`config.mk`:
```
export PLATFORM = sky130hd
export DESIGN_NAME = sc_obstacle_spawner
export DESIGN_NICKNAME = d
export VERILOG_FILES = /design/src/rtl/sc_obstacle_pkg.sv /design/src/rtl/sc_lane_decoder.sv /design/src/rtl/sc_obstacle_spawner.sv
export SDC_FILE = /design/constraint.sdc
export NUM_CORES = 1
export LEC_CHECK = 0
export CAP_MARGIN = 20
export CELL_PAD_IN_SITES_DETAIL_PLACEMENT = 0
export CELL_PAD_IN_SITES_GLOBAL_PLACEMENT = 1
export CORE_MARGIN = 2
export CORE_UTILIZATION = 37
export DETAILED_ROUTE_END_ITERATION = 12
export HOLD_SLACK_MARGIN = 0.03
export MAX_ROUTING_LAYER = met4
export PLACE_DENSITY = 0.78
export SKIP_CTS_REPAIR_TIMING = 1
export SYNTH_ARGS = -nofsm -noshare
export SYNTH_HDL_FRONTEND = slang
export SYNTH_SLANG_ARGS = --single-unit
export TNS_END_PERCENT = 50
```
`constraint.sdc`:
```
create_clock -name SC_RegRANDOM_CLOCK_50 -period 1.78 [get_ports SC_RegRANDOM_CLOCK_50]
set_input_delay 0.178 -clock SC_RegRANDOM_CLOCK_50 [delete_from_list [all_inputs] [get_ports SC_RegRANDOM_CLOCK_50]]
set_output_delay 0.178 -clock SC_RegRANDOM_CLOCK_50 [all_outputs]
set_load 0.02 [all_outputs]
```
`src/rtl/sc_obstacle_pkg.sv`:
```
// Shared encodings and field positions for the obstacle spawner slice.
// The random byte carries a gap field in its top bits and a lane field in its bottom bits.
package sc_obstacle_pkg;

  typedef enum logic [1:0] {
    IDLE = 2'b00,
    GAP  = 2'b01,
    CAR  = 2'b10
  } sc_state_e;

  localparam int GAP_FIELD_MSB  = 7;
  localparam int GAP_FIELD_LSB  = 5;
  localparam int LANE_FIELD_MSB = 2;
  localparam int LANE_FIELD_LSB = 0;
  localparam int FIELD_W        = 3;

  function automatic logic [7:0] sat_inc8(input logic [7:0] value);
    if (value == 8'hFF) begin
      return value;
    end else begin
      return value + 8'd1;
    end
  endfunction

endpackage

```
`src/rtl/sc_lane_decoder.sv`:
```
// Clamps a 3-bit random lane field into the drivable road and expands it
// into a two-column car pattern.
module sc_lane_decoder
  import sc_obstacle_pkg::*;
#(
  parameter int DATAWIDTH  = 8,
  parameter int ROAD_LEFT  = 1,
  parameter int ROAD_RIGHT = 6,
  parameter int LANE_W     = $clog2(DATAWIDTH)
) (
  input  logic [FIELD_W-1:0]   field_i,
  output logic [LANE_W-1:0]    lane_o,
  output logic [DATAWIDTH-1:0] pattern_o
);

  localparam logic [LANE_W-1:0]    LANE_MIN = LANE_W'(ROAD_LEFT);
  localparam logic [LANE_W-1:0]    LANE_MAX = LANE_W'(ROAD_RIGHT - 1);
  localparam logic [DATAWIDTH-1:0] CAR_BASE = DATAWIDTH'(2'b11);

  logic [LANE_W-1:0] raw_s;

  assign raw_s = LANE_W'(field_i);

  // Lane clamp: the car is two columns wide, so its left column stops one short of ROAD_RIGHT.
  always_comb begin
    lane_o = LANE_MIN;
    if (raw_s < LANE_MIN) begin
      lane_o = LANE_MIN;
    end else if (raw_s > LANE_MAX) begin
      lane_o = LANE_MAX;
    end else begin
      lane_o = raw_s;
    end
  end

  assign pattern_o = CAR_BASE << lane_o;

endmodule

```
`src/rtl/sc_obstacle_spawner.sv`:
```
// Turns the LFSR byte into enemy-car rows (gap rows, then CAR_ROWS rows of a
// two-wide car) and emits one registered row per playfield shift tick.
module sc_obstacle_spawner
  import sc_obstacle_pkg::*;
#(
  parameter int DATAWIDTH  = 8,
  parameter int MIN_GAP    = 2,
  parameter int CAR_ROWS   = 2,
  parameter int ROAD_LEFT  = 1,
  parameter int ROAD_RIGHT = 6
) (
  input  logic                 SC_RegRANDOM_CLOCK_50,
  input  logic                 SC_RegRANDOM_RESET_InHigh,
  input  logic [DATAWIDTH-1:0] SC_ObstacleSpawner_random_InBUS,
  input  logic                 SC_ObstacleSpawner_tick_InHigh,
  input  logic                 SC_ObstacleSpawner_enable_InHigh,
  input  logic                 SC_ObstacleSpawner_clear_InHigh,
  output logic [DATAWIDTH-1:0] SC_ObstacleSpawner_row_OutBUS,
  output logic                 SC_ObstacleSpawner_rowValid_OutHigh,
  output logic [7:0]           SC_ObstacleSpawner_spawnCount_OutBUS
);

  localparam int                   LANE_W    = $clog2(DATAWIDTH);
  localparam int                   GAP_W     = 8;
  localparam logic [LANE_W-1:0]    LANE_INIT = LANE_W'(ROAD_LEFT);
  localparam logic [3:0]           CAR_LAST  = 4'(CAR_ROWS - 1);
  localparam logic [GAP_W-1:0]     GAP_BASE  = GAP_W'(MIN_GAP);
  localparam logic [DATAWIDTH-1:0] CAR_BASE  = DATAWIDTH'(2'b11);

  sc_state_e            state_q;
  logic [DATAWIDTH-1:0] row_q;
  logic                 row_valid_q;
  logic [7:0]           spawn_cnt_q;
  logic [GAP_W-1:0]     gap_cnt_q;
  logic [3:0]           car_cnt_q;
  logic [LANE_W-1:0]    lane_q;

  logic [GAP_W-1:0]     gap_load_s;
  logic [LANE_W-1:0]    lane_s;
  logic [DATAWIDTH-1:0] pattern_s;
  logic                 unused_random_s;

  assign gap_load_s = GAP_BASE
                    + GAP_W'(SC_ObstacleSpawner_random_InBUS[GAP_FIELD_MSB:GAP_FIELD_LSB]);

  // Bits between the lane and gap fields carry no meaning for this block.
  assign unused_random_s = ^SC_ObstacleSpawner_random_InBUS[GAP_FIELD_LSB-1:LANE_FIELD_MSB+1];

  sc_lane_decoder #(
    .DATAWIDTH (DATAWIDTH),
    .ROAD_LEFT (ROAD_LEFT),
    .ROAD_RIGHT(ROAD_RIGHT),
    .LANE_W    (LANE_W)
  ) u_lane_decoder (
    .field_i  (SC_ObstacleSpawner_random_InBUS[LANE_FIELD_MSB:LANE_FIELD_LSB]),
    .lane_o   (lane_s),
    .pattern_o(pattern_s)
  );

  // Spawner FSM with its counters and registered row outputs.
  always_ff @(posedge SC_RegRANDOM_CLOCK_50 or posedge SC_RegRANDOM_RESET_InHigh) begin
    if (SC_RegRANDOM_RESET_InHigh) begin
      state_q     <= IDLE;
      row_q       <= '0;
      row_valid_q <= 1'b0;
      spawn_cnt_q <= 8'd0;
      gap_cnt_q   <= '0;
      car_cnt_q   <= 4'd0;
      lane_q      <= LANE_INIT;
    end else if (SC_ObstacleSpawner_clear_InHigh) begin
      state_q     <= IDLE;
      row_q       <= '0;
      row_valid_q <= 1'b0;
      spawn_cnt_q <= 8'd0;
      gap_cnt_q   <= '0;
      car_cnt_q   <= 4'd0;
      lane_q      <= LANE_INIT;
    end else if (!SC_ObstacleSpawner_enable_InHigh) begin
      // Pausing keeps the spawn tally; only clear or reset zeroes it.
      state_q     <= IDLE;
      row_q       <= '0;
      row_valid_q <= 1'b0;
    end else begin
      row_valid_q <= 1'b0;
      case (state_q)
        IDLE: begin
          row_q     <= '0;
          gap_cnt_q <= gap_load_s;
          state_q   <= GAP;
        end
        GAP: begin
          if (SC_ObstacleSpawner_tick_InHigh) begin
            row_valid_q <= 1'b1;
            if (gap_cnt_q != '0) begin
              gap_cnt_q <= gap_cnt_q - 8'd1;
              row_q     <= '0;
            end else begin
              lane_q      <= lane_s;
              row_q       <= pattern_s;
              car_cnt_q   <= CAR_LAST;
              spawn_cnt_q <= sat_inc8(spawn_cnt_q);
              state_q     <= CAR;
            end
          end
        end
        CAR: begin
          if (SC_ObstacleSpawner_tick_InHigh) begin
            row_valid_q <= 1'b1;
            row_q       <= CAR_BASE << lane_q;
            car_cnt_q   <= car_cnt_q - 4'd1;
            if (car_cnt_q == 4'd1) begin
              gap_cnt_q <= gap_load_s;
              state_q   <= GAP;
            end
          end
        end
        default: begin
          state_q <= IDLE;
          row_q   <= '0;
        end
      endcase
    end
  end

  assign SC_ObstacleSpawner_row_OutBUS        = row_q;
  assign SC_ObstacleSpawner_rowValid_OutHigh  = row_valid_q;
  assign SC_ObstacleSpawner_spawnCount_OutBUS = spawn_cnt_q;

endmodule

```
# Yosys cells after proc, flatten, opt, wreduce, memory -nomap -nowiden
# Cells that the tools add are included.
word_totals:
  input_bits: 13
  register_bits: 34
  out_inout_bits: 17
  elab_cells: 87
classes:
  eq_ne: 15
  n_reduce_logical: 14
  n_shift: 2
  n_lt_le_gt_ge: 2
  muxes: 43
  n_addsub: 4
op_table:
  columns: ["cell", "count"]
  rows:
  - ["two-way mux 8 bit", 17]
  - ["one-hot mux 8 bit (3 select lines)", 1]
  - ["two-way mux 3 bit", 7]
  - ["two-way mux 4 bit", 5]
  - ["!= test 4 bit (second input constant)", 4]
  - ["one-hot mux 8 bit (2 select lines)", 1]
  - ["<< shifter 2 x 3 -> 8 bit (first input constant)", 2]
  - ["!= test 3 bit (second input constant)", 5]
  - ["two-way mux 2 bit", 6]
  - ["AND reduction 5 bit", 2]
  - ["adder 8 x 1 -> 8 bit (second input constant)", 1]
  - ["== test 8 bit (second input constant)", 1]
  - ["one-hot mux 4 bit (2 select lines)", 1]
  - ["AND reduction 4 bit", 2]
  - ["nonzero test 8 bit", 1]
  - ["subtractor 8 x 1 -> 8 bit (second input constant)", 1]
  - ["one-hot mux 2 bit (3 select lines)", 1]
  - ["AND reduction 6 bit", 1]
  - ["nonzero test 2 bit", 3]
  - ["adder 2 x 3 -> 4 bit (first input constant)", 1]
  - ["== test 4 x 1 -> 1 bit (second input constant)", 1]
  - ["two-way mux 1 bit", 4]
  - ["!= test 2 bit (second input constant)", 2]
  - ["nonzero test 4 bit", 1]
  - ["other kinds (9)", 9]

# Depth between registers and ports, before layout
# Gate-level depths: netlist (run 1).
logic_depth:
  depth_word: 9
  depth_mapped: 8
  mapped_depth_nobuf: 6

# Cells and area by module
# A second synthesis (run 1) with hierarchy kept.
hier_totals:
  hier_cells: 244
  hier_area_um2: 2243.4
modules_own_cells:
  columns: ["module", "instances", "cells_each", "seq_area_each_um2", "area_each_um2"]
  rows:
  - ["sc_obstacle_spawner", 1, 226, 852.1, 2122.0]
  - ["sc_lane_decoder", 1, 18, 0.0, 121.4]

# Least setup slack after synthesis (run 1)
# OpenSTA, ideal clock, no wires.
synth_path:
  path_type: "register to register"
  startpoint: "register gap_cnt_q[0]"
  endpoint: "register spawn_cnt_q[6] (netlist: SC_ObstacleSpawner_spawnCount_OutBUS[6])"
  path_stages_with_launch: 7
  period_less_slack_ns: 1.958
  n_path_buf: 0
  setup_ns: 0.120
  arrival_time_ns: 1.837
  path_slack_ns: -0.178
  required_time_ns: 1.660
  cell_sequence: "dfrtp_1 -> inv_1 -> ha_1 -> nor3b_2 -> nand4_2 -> or4b_2 -> o211a_1"
synth_between:
  elab_chain_cells: 3
synth_rtl:
  columns: ["item", "line_no", "source"]
  rows:
  - ["start: declaration", "sc_obstacle_spawner.sv:34", "logic [GAP_W-1:0] gap_cnt_q;"]
  - ["start signal: assignment", "sc_obstacle_spawner.sv:88", "gap_cnt_q <= gap_load_s;"]
  - ["start signal: assignment", "sc_obstacle_spawner.sv:95", "gap_cnt_q <= gap_cnt_q - 8'd1;"]
  - ["start signal: assignment", "sc_obstacle_spawner.sv:112", "gap_cnt_q <= gap_load_s;"]
  - ["nonzero test 8 bit", "sc_obstacle_spawner.sv:94", "if (gap_cnt_q != '0) begin"]
  - ["!= test 2 bit (no source line)", null, null]
  - ["AND reduction 5 bit (no source line)", null, null]
  - ["end signal: assignment", "sc_obstacle_spawner.sv:101", "spawn_cnt_q <= sat_inc8(spawn_cnt_q);"]
  - ["end: declaration", "sc_obstacle_spawner.sv:33", "logic [7:0] spawn_cnt_q;"]
# Every way passes these cells.
# A chain may end at the register's enable or synchronous reset.

# Worst setup path after layout (run 1)
layout_path:
  startpoint: "register gap_cnt_q[0]"
  endpoint: "register spawn_cnt_q[3] (netlist: SC_ObstacleSpawner_spawnCount_OutBUS[3])"
# Same word-level chain as after synthesis.

==> results by group, run 1 <==
Setup path
  • Startpoint of the most critical setup path: gap_cnt_q[0]$_DFFE_PP0P_
  • Kind of critical path: reg2reg
  • CP Launch Type: register
  • Crit path required time: 2.00 ns
  • Register-to-Register Setup Slack: -0.11 ns
  • Reg-to-reg critical path endpoint: SC_ObstacleSpawner_spawnCount_OutBUS[3]$_DFFE_PP0P_
  • Maximum fanout along the worst path: 6
  • Kind of end point of the critical path: register
  • Length in cells of the worst reg-to-reg path: 8
  • Beginning of the worst register-to-register path: gap_cnt_q[0]$_DFFE_PP0P_
  • Worst Path Arrival: 2.11 ns

Final layout
  • Final Cell Area: slightly above 3000 µm²
  • Count of non-filler cells in the finished layout: 383
  • Highest-count cells in the layout ignoring fill and taps: 53 x buf_4, 33 x dfrtp_1, 27 x clkdlybuf4s50_1
  • Final #Nets: 334
  • Layout fillers: roughly 490
  • Most common cell after layout, fill and taps aside: buf_4
  • Sequential cell area: 852 µm²
  • Multi-input logic area: 1250 µm²
  • Share of cells above drive strength 1: 30.9%
  • Signed area change from the synthesized netlist to the final layout: 45.5%
  • Diode count: 0

Logic synthesis
  • Synth warn: 0
  • Post-Synthesis Mean Instance Area: 9.24 µm²
  • Post-synth EDFFs: 0
  • Dominant combinational cell family by area after synthesis: simple AND/OR/NAND/NOR gates
  • Multiplexer fraction of the synthesized cell area: 2.84%
  • Share of the synthesized area in compound gates (AO/OA/AOI/OAI): 21.1%
  • Synth Area in XOR/XNOR: 0.414%
  • Adder-Cell Fraction of Synth Area: ~6.5%
  • Fraction of registers with async set or reset after synthesis: 100%
  • Area share of and/or/nand/nor cells after synthesis: 23.0%
  • Register bit count reported by yosys: 34
  • Post-Synthesis Cells: 229
  • Number of distinct library cells after synthesis: 52
  • Sequential fraction of the synthesis area: 40.3%
  • Primary FF master, synth: dfrtp_1
  • Syn_nets: 253
  • Mapped Area: 2120 µm²

Routing
  • Antenna violation net count after detailed routing: 0
  • Drt pass-1 iters: 4
  • Initial DRC count: 144
  • Via/cell ratio: 5.42
  • Final wirelength: 5690 µm
  • Total via count in the routed design: 2077
  • Remaining design rule violation count: 0
  • Detailed-route wire length per cell: approximately 15 µm

Place
  • Instance area at placement: 2880 µm²
  • Global placer's final weighted congestion: 0.839
  • Count of buffers inserted at the top-level ports: 27
  • DP Cell Count: 372
  • HPWL after detailed placement: 4180 µm

CTS
  • Clock Root Buffer: clkbuf_8
  • Number of H-tree levels: 2
  • Clock-pin slew reported for the worst setup and hold paths after clock tree synthesis: 0.08 ns
  • TritonCTS clock tree: built
  • Deepest clock path buffer count: 2
  • Total number of clock tree sinks: 34
  • TritonCTS Buffers: 5
  • Source-to-sink clock delay at the later pin of the worst-skew pair: 0.29 ns

Die
  • Core area: 5510 µm²
  • Die X: around 80 µm
  • Vertical die dimension: 79.6 µm
  • Ports: 30
  • Effective utilization at floorplan: about two fifths
  • Number of rows in the core area: 27
  • DIE AREA: ~6300 µm²

Min path
  • Hold Path Class: in2async

Pwr
  • Pleak: 1.35 nW
  • Overall power after layout: 2.44 mW
  • Worst vdd ir: 0.415 mV
  • Areal power density over the cells: 793 nW/µm²

STA
  • Least-Margin Pin Slew: 0.450 ns
  • Unrepaired setup endpoints after global routing: yes
  • Final period demand of the worst path: 1.89 ns
  • Final-report hold violation count: 0
  • Final-report max-slew violation count: 0
  • Final setup viols: 13
  • Min Hold Slack: 0.279 ns
  • Timing-limited maximum frequency: around 530 MHz
  • Post-route fraction of the period consumed by the critical path: 106%
  • Clock tree skew after final layout: 0.00969 ns
  • Post-route worst setup slack: -0.110 ns
  • Headroom to the max-slew limit: a little over two thirds

Run status
  • Outcome: finished, violations left
  • Failing checks: negative setup slack

Global routing
  • Vias in the first global route: 2030
  • Antenna violations before repair: 0
  • Total track usage: approximately 20%
  • Maximum number of pins on one net before global-route repair: 35
  • Global-route wire length before repair: between 9000 and 10000 µm
  • GR Overflow Total: 0

Flow run
  • Maximum Capacitance Violations: 0
## area by class of cell
type,count,share of cell area (%)
clock buffer,6,2.36
clock inverter,2,0.325
tap,72,2.93
timing repair buffer,86,23.7
inverter,19,2.32
sequential,34,27.7
multi-input combinational,164,40.7
## state kept, by name, indices dropped and copies added (netlist names)
| signal | cells |
|---|---|
| SC_ObstacleSpawner_row_OutBUS | 8 |
| SC_ObstacleSpawner_spawnCount_OutBUS | 8 |
| gap_cnt_q | 8 |
| car_cnt_q | 4 |
| lane_q | 3 |
| state_q | 2 |
| SC_ObstacleSpawner_rowValid_OutHigh | 1 |
## metrics by stage
stage / setup slack, ns / setup TNS, ns / util, %
finish: -0.110 / -0.789 / 55.9
CTS: -0.138 / -1.34 / 53.7
global placement: -0.142 / -1.76 / 52.2
global route: -0.195 / -2.59 / 55.9
detailed placement: -0.193 / -1.94 / 52.2
floorplan: -0.0634 / -0.488 / -
## cells by family after synthesis
kind of cell,count (synthesis)
xor gates and xnor gates,1
DFF,34
adders and majority gates,11
muxes,6
buffers and inverters,31
and+or+nand+nor,84
AOI/OAI and AO/OA,62
## critical path, cell delays in order (launching register included)
cell and delay (ns):
dfrtp_1 0.38, inv_2 0.08, ha_4 0.13, nor3b_4 0.23
nand4_2 0.17, buf_6 0.17, buf_6 0.11, or4_4 0.41
a21oi_2 0.14
## layer usage
layer | GRT usage [%] | share of wire (%)
met1 | 27.0 | 47
met2 | 29.4 | 47
met3 | 3.62 | 3.9
met4 | 6.90 | 1.3
met5 | - | 0
## report_power, final
part	switching [mW]	internal, mW
Clock	0.293	0.271
Combinational	0.516	0.496
Sequential	0.0448	0.821
## worst max path at each step
stage	endpoint	cells after the start
3_5_place_dp	gap_cnt_q[3]$_DFFE_PP0P_	6
4_1_cts	SC_ObstacleSpawner_spawnCount_OutBUS[7]$_DFFE_PP0P_	7
6_report	SC_ObstacleSpawner_spawnCount_OutBUS[3]$_DFFE_PP0P_	8
2_1_floorplan	SC_ObstacleSpawner_row_OutBUS[1]$_DFFE_PP0P_	6
5_1_grt	SC_ObstacleSpawner_spawnCount_OutBUS[3]$_DFFE_PP0P_	8
3_3_place_gp	SC_ObstacleSpawner_spawnCount_OutBUS[6]$_DFFE_PP0P_	6
## cells in the mapped netlist (all sizes together), types with 6 or more instances
cell type,number,area share (%)
a21oi,14,3.3
clkbuf,10,1.8
dfrtp,33,39
ha,11,6.5
inv,19,3.4
mux2i,6,2.8
nand2,19,3.4
nand3,6,1.4
nand4,6,2.1
nor2,16,2.8
nor3,7,1.7
o21ai,7,1.7
or4,6,2.1
Power figures use the tool's default switching activity.
==> inputs of run 2 (changes only) <==
--- a/config.mk
+++ b/config.mk
@@ -10,7 +10,9 @@
 export CELL_PAD_IN_SITES_GLOBAL_PLACEMENT = 1
 export CORE_MARGIN = 2
 export CORE_UTILIZATION = 37
+export CTS_CLUSTER_SIZE = 16
 export DETAILED_ROUTE_END_ITERATION = 12
+export GPL_ROUTABILITY_DRIVEN = 0
 export HOLD_SLACK_MARGIN = 0.03
 export MAX_ROUTING_LAYER = met4
 export PLACE_DENSITY = 0.78
==> results of run 2 <==
The final DEF is identical to that of run 1; final timing and power are the same.
